==> src/rtl/uart_word_tx.sv <==
// rtl/uart_word_tx.sv - word-to-UART 8N1 transmitter with one pending word slot
// Define UART_WORD_TX_HEX_EN to send each byte as two ASCII hex characters followed by CR LF.
module uart_word_tx #(
  parameter int WIDTH_DIN    = 128,
  parameter int CLKS_PER_BIT = 104
) (
  input  logic                 clk,
  input  logic                 rst_n,
  input  logic [WIDTH_DIN-1:0] din,
  input  logic                 din_valid,
  output logic                 din_ready,
  output logic                 tx,
  output logic                 busy,
  output logic                 overflow,
  output logic [7:0]           words_sent
);

  localparam int NBYTES = WIDTH_DIN / 8;
`ifdef UART_WORD_TX_HEX_EN
  localparam int NCHARS = 2 * NBYTES + 2;
  localparam int STEP   = 4;
`else
  localparam int NCHARS = NBYTES;
  localparam int STEP   = 8;
`endif
  localparam int CW = $clog2(NCHARS + 1);
  localparam int BW = $clog2(CLKS_PER_BIT);
  localparam logic [BW-1:0] BAUD_LAST = BW'(CLKS_PER_BIT - 1);
  localparam logic [CW-1:0] CHAR_LAST = CW'(NCHARS - 1);

  typedef enum logic [1:0] {IDLE, START, DATA, STOP} state_t;

  state_t               state;
  logic [BW-1:0]        baud_cnt;
  logic [2:0]           bit_idx;
  logic [CW-1:0]        char_idx;
  logic [WIDTH_DIN-1:0] shifter;
  logic [WIDTH_DIN-1:0] pending;
  logic                 pending_full;
  logic [7:0]           byte_sr;
  logic [7:0]           char_first;
  logic [7:0]           char_nxt;
  logic                 rst_meta;
  logic                 rst_sync;
  logic                 baud_end;
  logic                 word_end;
  logic                 load;

`ifdef UART_WORD_TX_HEX_EN
  logic [CW-1:0] char_nxt_idx;

  function automatic logic [7:0] hex_digit(input logic [3:0] nib);
    if (nib < 4'd10) return {4'h3, nib};
    else             return 8'h37 + {4'h0, nib};
  endfunction

  assign char_nxt_idx = char_idx + CW'(1);

  always_comb begin
    char_first = hex_digit(pending[WIDTH_DIN-1 -: 4]);
    char_nxt   = hex_digit(shifter[WIDTH_DIN-1 -: 4]);
    if (char_nxt_idx == CW'(2 * NBYTES))          char_nxt = 8'h0D;
    else if (char_nxt_idx == CW'(2 * NBYTES + 1)) char_nxt = 8'h0A;
  end
`else
  always_comb begin
    char_first = pending[WIDTH_DIN-1 -: 8];
    char_nxt   = shifter[WIDTH_DIN-1 -: 8];
  end
`endif

  assign baud_end  = (baud_cnt == BAUD_LAST);
  assign word_end  = (state == STOP) && baud_end && (char_idx == CHAR_LAST);
  assign load      = pending_full && ((state == IDLE) || word_end);
  assign din_ready = ~pending_full;
  assign busy      = (state != IDLE) | pending_full;

  // Reset asserts immediately; release is held off two clocks so logic leaves reset cleanly.
  always_ff @(posedge clk or negedge rst_n) begin
    if (!rst_n) begin
      rst_meta <= 1'b0;
      rst_sync <= 1'b0;
    end else begin
      rst_meta <= 1'b1;
      rst_sync <= rst_meta;
    end
  end

  always_ff @(posedge clk or negedge rst_n) begin
    if (!rst_n) begin
      state        <= IDLE;
      baud_cnt     <= '0;
      bit_idx      <= '0;
      char_idx     <= '0;
      shifter      <= '0;
      pending      <= '0;
      pending_full <= 1'b0;
      byte_sr      <= '0;
      tx           <= 1'b1;
      overflow     <= 1'b0;
      words_sent   <= '0;
    end else if (rst_sync) begin
      if (din_valid) begin
        if (!pending_full) begin
          pending      <= din;
          pending_full <= 1'b1;
        end else begin
          overflow <= 1'b1;
        end
      end

      if (state != IDLE) baud_cnt <= baud_end ? '0 : baud_cnt + BW'(1);

      case (state)
        IDLE: ;
        START: begin
          if (baud_end) begin
            tx      <= byte_sr[0];
            byte_sr <= byte_sr >> 1;
            bit_idx <= '0;
            state   <= DATA;
          end
        end
        DATA: begin
          if (baud_end) begin
            if (bit_idx == 3'd7) begin
              tx    <= 1'b1;
              state <= STOP;
            end else begin
              bit_idx <= bit_idx + 3'd1;
              tx      <= byte_sr[0];
              byte_sr <= byte_sr >> 1;
            end
          end
        end
        STOP: begin
          if (baud_end) begin
            if (char_idx != CHAR_LAST) begin
              char_idx <= char_idx + CW'(1);
              byte_sr  <= char_nxt;
              shifter  <= shifter << STEP;
              tx       <= 1'b0;
              state    <= START;
            end else begin
              words_sent <= words_sent + 8'd1;
              state      <= IDLE;
            end
          end
        end
        default: state <= IDLE;
      endcase

      // Loading from pending overrides the IDLE fall-through at the end of a word.
      if (load) begin
        shifter      <= pending << STEP;
        byte_sr      <= char_first;
        char_idx     <= '0;
        pending_full <= 1'b0;
        baud_cnt     <= '0;
        tx           <= 1'b0;
        state        <= START;
      end
    end
  end

endmodule
==> config.mk <==
export PLATFORM = sky130hd
export DESIGN_NAME = uart_word_tx
export DESIGN_NICKNAME = d
export VERILOG_FILES = /design/src/rtl/uart_word_tx.sv
export SDC_FILE = /design/constraint.sdc
export NUM_CORES = 1
export LEC_CHECK = 0
export CORE_MARGIN = 2
export CORE_UTILIZATION = 25
export DETAILED_ROUTE_END_ITERATION = 7
export PLACE_DENSITY = 0.41
export SLEW_MARGIN = 0
export SYNTH_ARGS = -nofsm -noshare
export SYNTH_HDL_FRONTEND = slang
export SYNTH_SLANG_ARGS = --single-unit
==> constraint.sdc <==
create_clock -name clk -period 2.5 [get_ports clk]
set_input_delay 0.375 -clock clk [delete_from_list [all_inputs] [get_ports clk]]
set_output_delay 0.375 -clock clk [all_outputs]
set_load 0.01 [all_outputs]
==> results of run 1 <==
state kept, by name, summed over array words and instances, names as in the netlist:
signal        flops
words_sent        8
tx                1
overflow          1
rst_sync          1
bit_idx           3
char_idx          5
shifter         120
baud_cnt          7
rst_meta          1
pending         128
pending_full      1
byte_sr           8
state             2
how the worst min path moves through the flow:
stage | startpoint | to | slack [ns] | cells after the start
final | rst_meta | rst_sync | 0.35 | 0
after global routing | rst_meta | rst_sync | 0.35 | 0
after detailed placement | rst_meta | rst_sync | 0.34 | 0
after global placement | rst_meta | rst_sync | 0.34 | 0
after CTS | rst_meta | rst_sync | 0.35 | 0
after floorplan | rst_n | baud_cnt[0] | 0.08 | 0
critical path, stage by stage, from the launching register on:
cell and delay [ns]:
dfrtp_1 0.39, ha_1 0.21, and3_1 0.18, ha_1 0.23, nand2_2 0.13, nor3_4 0.06, o21ai_4 0.20, buf_4 0.15
buf_12 0.16, buf_4 0.16, mux2i_2 0.25, o21ai_0 0.11
layout by cell type, fill, tap and decap left out, drive strengths merged, types with 9 or more instances in the layout:
cell,n
dfrtp,285
mux2,152
clkdlybuf4s50,141
nand2,134
o21ai,127
mux2i,112
clkbuf,60
buf,50
a22o,12
ha,10
nor2,9
a21oi,9
inv,9
where the power goes:
| part | switching (mW) | internal [mW] |
|---|---|---|
| Sequential | 1.27 | 6.65 |
| Combinational | 2.52 | 3.25 |
| Clock | 2.05 | 3.36 |
| Total | 5.84 | 13.3 |
kinds of logic (layout without fill, tap and decap cells):
kind of cell             Yosys count  in the layout  synth area share (%)
AO/OA/AOI/OAI                    160            160                  7.44
XOR/XNOR                          10             10                 0.716
adder cells (fa/ha/maj)           10             10                  1.02
buffers and inverters             68            269                  2.82
flip-flops                       286            286                  58.5
multiplexers                     264            264                  23.2
other                              1              1                0.0307
AND/OR/NAND/NOR                  177            177                  6.27
cells in the mapped netlist, types with 2 or more instances:
library cell  count  area (µm²)
inv_1             8        30.0
nor3_1            2        10.0
xor2_1            6        52.6
mux2i_1         112        1120
and2_1            3        18.8
a22o_1           12         105
o31ai_1           3        22.5
nand2_1         134         503
clkbuf_1         25        93.8
a21oi_1           9        45.0
nor2_1            9        33.8
nor4_1            2        12.5
nor2b_1           3        18.8
xnor2_1           4        35.0
buf_4            15         113
nand4_1           3        18.8
dfrtp_1         285        7130
nand3_1           5        25.0
nand2b_1          6        37.5
mux2_2          152        1710
buf_2            18        90.1
o21ai_0         126         631
ha_1             10         125
or3_1             4        25.0
layer usage:
layer | routed length [µm] | up-vias
met4 | 643 | 4
met3 | 1420 | 45
met2 | 13200 | 130
li1 | - | 3780
met5 | 26 | -
met1 | 14400 | 3788
final cells by class:
cell class,count,area share (%)
repair buffers,194,13.0
clock inverters,9,0.646
inverters,8,0.187
clock buffers,58,7.13
flip-flops and latches,286,44.5
well taps,622,4.84
multi-input cells,622,29.7
timing repair:
item	4_1_cts	5_1_grt
setup endpoints to repair	0	65
hold buffers	1	0
resized for setup	0	8
setup buffers	0	12
hold endpoints to repair	49	0
per-stage QoR:
stage / instance area (µm²) / hold WS (ns) / util (%) / setup slack (ns) / total power [mW]
6_report: 16100 / 0.348 / 33.1 / 0.128 / 19.1
3_3_place_gp: 14600 / 0.335 / 30.1 / 0.111 / 13.5
5_1_grt: 16100 / 0.352 / 33.1 / -0.0103 / 20.5
3_5_place_dp: 14600 / 0.336 / 30.1 / 0.0839 / 13.6
4_1_cts: 15900 / 0.348 / 32.7 / 0.00188 / 19.2
2_1_floorplan: 12200 / 0.0794 / - / 0.243 / 11.6
==> results.md, run 1 <==
- Pre-antenna DRT Iters: 4
- # diodes: 0
- Fin crit period: 2.37 ns
- Synth Register Bits: 286
- Vias: 7747
- Gate Count Post-Synth: 976
- Warnings, synthesis: 0
- Max_slew headroom: 60.8%
- Post-synth EDFFs: 0
- Critical R2R Capture: shifter[45]
- Max VDD drop: 0.427 mV
- Vias in the first global route: 8177
- First-pass GRT wire length: 47400 µm
- Net Count, Synth: 1117
- Root buffer cell: clkbuf_16
- Layout cells sized above 1: 23.4%
- Nets: 1290
- Crit path from: char_idx[0]
- Pins Over Slew Limit: 0
- Status: finished, final reports clean
- WP data required: 2.90 ns
- Footprint of the multi-input gates: 4780 µm²
- Final hold vios: 0
- Fmax: 422 MHz
- Busiest layer in global routing: met2
- TritonCTS clock tree: yes
- # placed instances: 1717
- Die width: 225 µm
- I/O Buffers: 142
- WL/cell: 16.5 µm
- Antenna Nets Post-Route: 0
- WL final: 29700 µm
- Synth-to-layout area growth: 31.5%
- R2R depth: 11
- Largest net degree at the start of global routing: 108
- Gp weighted congestion: 0.707
- Setup crit start kind: flop
- CP Capture Type: flop
- # rows: 81
- CTS Buffer Depth: 3
- Crit Path Max Fanout: 17
- R2r setup slk: 0.13 ns
- Clock Latency Late Sink: 0.54 ns
- TNS Setup: 0 ns
- Number of placed I/O pins: 143
- Grt met2 use: 18.2%
- Post-DP HPWL: 19700 µm
- CP endpoint: shifter[45]
- Worst-path clk slew: 0.06 ns
- Filler instances: 4931
- Yosys cell types: 44
- Ys flop type: dfrtp_1
- Skew final: 0.0101 ns
- Initial core utilization: 25.1%
- Final period util: 94.9%
- H-tree Lvls: 2
- Global-route track usage on met1: 16.8%
- Synthesized cell area: 12200 µm²
- Slew @ Worst Pin: 0.582 ns
- Reg2Reg Launch Point: char_idx[0]
- Area of the die: 50700 µm²
- Fin cells: 1799
- Worst Path Arrival: 2.77 ns
- Core footprint: 48600 µm²
- Initial DRC Count: 332
- Via/cell ratio: 4.31
- Max Cap Viol: 0
- Register area: 7160 µm²
- GRT Overall Usage: 12.0%
- # DRC: 0
- Die Height: 225 µm
- Fraction of registers with async set/reset: 100%
- HP Class: reg2reg
- Inserted Clock Buffers: 37
- Met3 Track Usage GR: 2.82%
- Sink Count: 286
- Gr ovfl total: 0
- Setup violators final: 0
- Pwr per Cell Area: 1190 nW/µm²
- Setup CP Type: reg2reg
- Leakage: 7.49 nW
- Initial antenna violation count: 2
- Synth Area per Inst: 12.5 µm²
- Sequential fraction of the synthesis area: 58.5%
(Power assumes the default switching activity.)
==> run 2: changes to the inputs <==
Settings changed: ABC_AREA from default to 0, CTS_CLUSTER_SIZE from default to 8.
==> run 2 against run 1 <==
Against the previous run: clock power fell by 7.4%; highest routed layer unchanged; clock skew rose by 0.0045 ns; wire length rose by 1.4%.
==> results.md, run 2 (synthesized netlist as in run 1, its figures left out) <==
- Worst-path clk slew: 0.05 ns
- Filler instances: 4936
- Largest regs: pending: 128 flops, shifter: 120 flops
- R2R depth: 10
- Pre-antenna DRT Iters: 4
- Nets: 1297
- I/O Buffers: 142
- Sink Count: 286
- Die Height: 225 µm
- Logic pwr share: 31.3%
- Crit Path Max Fanout: 5
- CTS Buffer Depth: 3
- Layout cells sized above 1: 22.7%
- Critical path depth: 10
- CP max stage delay: 0.39 ns
- Setup violators final: 0
- Sw Ratio: 30.9%
- Hold Crit Depth: 0
- # diodes: 0
- Placed Area: 14600 µm²
- Worst Path Arrival: 2.80 ns
- Area of the die: 50700 µm²
- Root buffer cell: clkbuf_16
- R2r setup slk: 0.12 ns
- Share of power burned in registers: 42.1%
- Largest net degree at the start of global routing: 108
- Internal power: 13.0 mW
- Antenna Nets Post-Route: 0
- Slew @ Worst Pin: 0.598 ns
- HP Class: reg2reg
- WL/cell: 16.9 µm
- Vias: 7732
- Fin crit period: 2.38 ns
- Final hold vios: 0
- WHS Endpoint: rst_sync
- Largest Register: pending
- Psw: 5.82 mW
- Initial core utilization: 25.1%
- Clock Latency Late Sink: 0.55 ns
- Gp weighted congestion: 0.707
- Fin cells: 1784
- Synth-to-layout area growth: 30.9%
- Die width: 225 µm
- Post-layout power: 18.8 mW
- Initial antenna violation count: 2
- Hold Path Origin: rst_meta
- RSZ-0062 raised after global routing: false
- Final period util: 95.3%
- Max Cap Viol: 0
- Status: finished, final reports clean
- Reg2Reg Launch Point: char_idx[0]
- WP data required: 2.92 ns
- # placed instances: 1717
- Critical R2R Capture: byte_sr[0]
- TNS Setup: 0 ns
- TritonCTS clock tree: yes
- Initial DRC Count: 337
- WL final: 30100 µm
- Max reg flops: 128
- Setup CP Type: reg2reg
- Post-place setup slack: 0.0839 ns
- Skew final: 0.0146 ns
- First-pass GRT wire length: 47700 µm
- Max_slew headroom: 59.8%
- Inserted Clock Buffers: 41
- Top sig layer: met5
- Core footprint: 48600 µm²
- Most frequent cells in the layout: 285 x dfrtp_1, 152 x mux2_2, 141 x clkdlybuf4s50_1
- Worst hold slack: 0.346 ns
- Buf/Inv on CP: 2
- Met2 WL: 13500 µm
- Crit-path cells: ha_1 > and3_1 > ha_2 > nand2_2 > nor3_4 > o21ai_4 > buf_12 > buf_12 > mux2_2 > mux2_2
- Max VDD drop: 0.414 mV
- Via/cell ratio: 4.33
- Number of placed I/O pins: 143
- Met3 wire length: 1470 µm
- Wl on met1: 14600 µm
- Setup crit start kind: flop
- Top delay family on crit path: multiplexers
- Fin util: 32.9%
- H-tree Lvls: 2
- GRT Overall Usage: 12.1%
- Design area: 16000 µm²
- Pins Over Slew Limit: 0
- CP max-delay cell: dfrtp_1
- # DRC: 0
- CP Capture Type: flop
- Fmax: 420 MHz
- Vias in the first global route: 8205
- Final WS setup: 0.118 ns
- Leakage: 7.46 nW
- Pwr per Cell Area: 1180 nW/µm²
- Gr ovfl total: 0
- Post-DP HPWL: 19700 µm
- # rows: 81
- Clk network pwr share: 26.6%
- Commonest non-fill, non-tap cell in the layout: dfrtp_1
[run 2: layout make-up]
type	count	area, µm²	share of cell area [%]
clock inverters	1	16.3	0.102
well taps	622	778	4.86
clock buffers	48	1080	6.77
flip-flops and latches	286	7160	44.7
multi-input cells	622	4770	29.8
inverters	8	30.0	0.188
repair buffers	197	2160	13.5
[run 2: timing repair]
| item | 4_1_cts | 5_1_grt |
|---|---|---|
| endpoints found under the hold margin | 49 | 0 |
| resized for setup | 0 | 9 |
| hold buffers | 1 | 0 |
| setup endpoints to repair | 0 | 67 |
| buffers inserted | 0 | 13 |
[run 2: worst max path at each step]
| stage | from | end | slack, ns |
|---|---|---|---|
| after floorplan | char_idx[0] | byte_sr[0] | 0.24 |
| after global placement | char_idx[0] | words_sent[6] | 0.11 |
| after detailed placement | char_idx[0] | shifter[40] | 0.08 |
| after CTS | state[0] | busy | 0.003 |
| after global routing | char_idx[0] | byte_sr[4] | 0.01 |
| final | char_idx[0] | byte_sr[0] | 0.12 |
[run 2: power by group through the flow]
stage          clock network [mW]  registers [mW]  logic, mW
2_1_floorplan                   0            7.42       4.14
4_1_cts                      5.24            7.98       5.60
6_report                     5.00            7.93       5.90
5_1_grt                      5.44            8.21       6.60
3_3_place_gp                    0            8.01       5.49
3_5_place_dp                    0            8.04       5.56
[run 2: routing by layer]
metal,vias up,global-route usage (%)
met4,4,3.20
met2,126,18.5
met1,3784,16.8
met3,42,3.57
li1,3776,-
met5,-,0
==> run 3: changes to the inputs <==
Settings changed: CORE_ASPECT_RATIO from default to 2.
==> run 3 against run 2 <==
Against the previous run: via count is 0.45% higher; total power is 0.90% lower; combinational power fell by 4.6%; clock power up 1%; critical endpoint is now byte_sr[1]; sequential power grew 0.6%; maximum frequency is 0.66% higher; count of clock-buffer cells in the layout is 5 higher; largest power group unchanged.
==> results.md, run 3 (synthesized netlist as in run 1, its figures left out) <==
- Status: finished, final reports clean
- Final period util: 94.7%
- Layout cells sized above 1: 22.1%
- Max Cap Viol: 0
- Area of the die: 50800 µm²
- Max VDD drop: 0.534 mV
- Pins Over Slew Limit: 0
- I/O Buffers: 142
- First-pass GRT wire length: 50400 µm
- WP data required: 2.92 ns
- Synth-to-layout area growth: 30.2%
- CP max stage delay: 0.37 ns
- Register area: 7160 µm²
- Gp weighted congestion: 0.744
- Setup CP Type: reg2reg
- Gr ovfl total: 0
- Nets: 1290
- Initial core utilization: 25.3%
- Sink Count: 286
- Leakage: 7.42 nW
- Vias in the first global route: 8509
- Die Height: 317 µm
- Pwr per Cell Area: 1170 nW/µm²
- Buf/Inv on CP: 2
- Worst Path Arrival: 2.79 ns
- Via/cell ratio: 4.32
- WL/cell: 17.6 µm
- Pre-antenna DRT Iters: 4
- H-tree Lvls: 2
- Initial antenna violation count: 1
- Initial DRC Count: 218
- Skew final: 0.0193 ns
- GRT Overall Usage: 12.8%
- # rows: 114
- Inserted Clock Buffers: 41
- Clock Latency Late Sink: 0.53 ns
- Setup crit start kind: flop
- Largest Register: pending
- CP Capture Type: flop
- Max_slew headroom: 58.4%
- Fmax: 423 MHz
- Max reg flops: 128
- Final hold vios: 0
- Slew @ Worst Pin: 0.619 ns
- Footprint of the multi-input gates: 4780 µm²
- Commonest non-fill, non-tap cell in the layout: dfrtp_1
- CTS Buffer Depth: 3
- Setup violators final: 0
- WL final: 31700 µm
- Root buffer cell: clkbuf_16
- Largest net degree at the start of global routing: 81
- # DRC: 0
- Largest regs: pending: 128 flops, shifter: 120 flops
- Worst-path clk slew: 0.05 ns
- Crit Path Max Fanout: 11
- Die width: 160 µm
- Vias: 7767
- Number of placed I/O pins: 143
- HP Class: reg2reg
- Fin util: 32.9%
- Post-DP HPWL: 22000 µm
- RSZ-0062 raised after global routing: false
- TritonCTS clock tree: yes
- Antenna Nets Post-Route: 0
- CP max-delay cell: dfrtp_1
- Filler instances: 4821
- Top delay family on crit path: multiplexers
- Fin crit period: 2.37 ns
- Crit-path cells: ha_1 > and3_1 > ha_1 > nand2_1 > nor3_4 > o21ai_4 > buf_12 > buf_12 > mux2_2 > mux2_2
- # diodes: 0
- Core footprint: 48400 µm²
- Most frequent cells in the layout: 285 x dfrtp_1, 152 x mux2_2, 141 x clkdlybuf4s50_1
- Post-layout power: 18.7 mW
[run 3: timing repair]
item / 4_1_cts / 5_1_grt
setup buffers: 1 / 0
endpoints found under the setup margin: 19 / 9
hold buffers: 1 / 0
endpoints found under the hold margin: 61 / 0
pin swaps: 1 / 1
resized for setup: 1 / 3
cloned: 0 / 0
[run 3: final timing paths]
check | slack, ns | end | cells after the start | from
max in group asynchronous | 1.29 | tx | 3 | rst_n
max | 0.13 | byte_sr[1] | 10 | char_idx[0]
max reg2reg | 0.13 | byte_sr[1] | 10 | char_idx[0]
min in group asynchronous | 0.41 | pending[79] | 2 | rst_n
min | 0.34 | rst_sync | 0 | rst_meta
min reg2reg | 0.34 | rst_sync | 0 | rst_meta
[run 3: metrics by stage]
stage | instances | hold WS [ns] | worst slack (ns) | instance area [µm²] | setup TNS [ns]
global placement | 1742 | 0.332 | -0.177 | 14800 | -0.217
CTS | 1798 | 0.341 | 0.0483 | 15900 | 0
global route | 1798 | 0.357 | 0.0194 | 15900 | 0
finish | 1798 | 0.336 | 0.134 | 15900 | 0
detailed placement | 1742 | 0.336 | -0.200 | 14800 | -0.402
floorplan | 976 | 0.0794 | 0.243 | 12200 | 0
[run 3: per-layer routing]
metal | vias to the layer above | routed length, µm | global-route usage (%)
li1 | 3745 | - | -
met1 | 3815 | 12400 | 14.3
met2 | 145 | 17100 | 23.8
met3 | 60 | 1110 | 2.11
met4 | 2 | 1030 | 5.45
met5 | - | 16 | 0
[run 3: layout make-up]
cell class	instances	share of cell area, %
sequential	286	44.9
inverter	8	0.189
tap	638	5.01
timing repair buffer	190	12.8
clock buffer	53	6.99
clock inverter	1	0.0550
multi-input combinational	622	30.0
[run 3: report_power, final]
group	switching, mW	internal [mW]
logic	2.48	3.15
registers	1.32	6.66
clock network	1.99	3.06
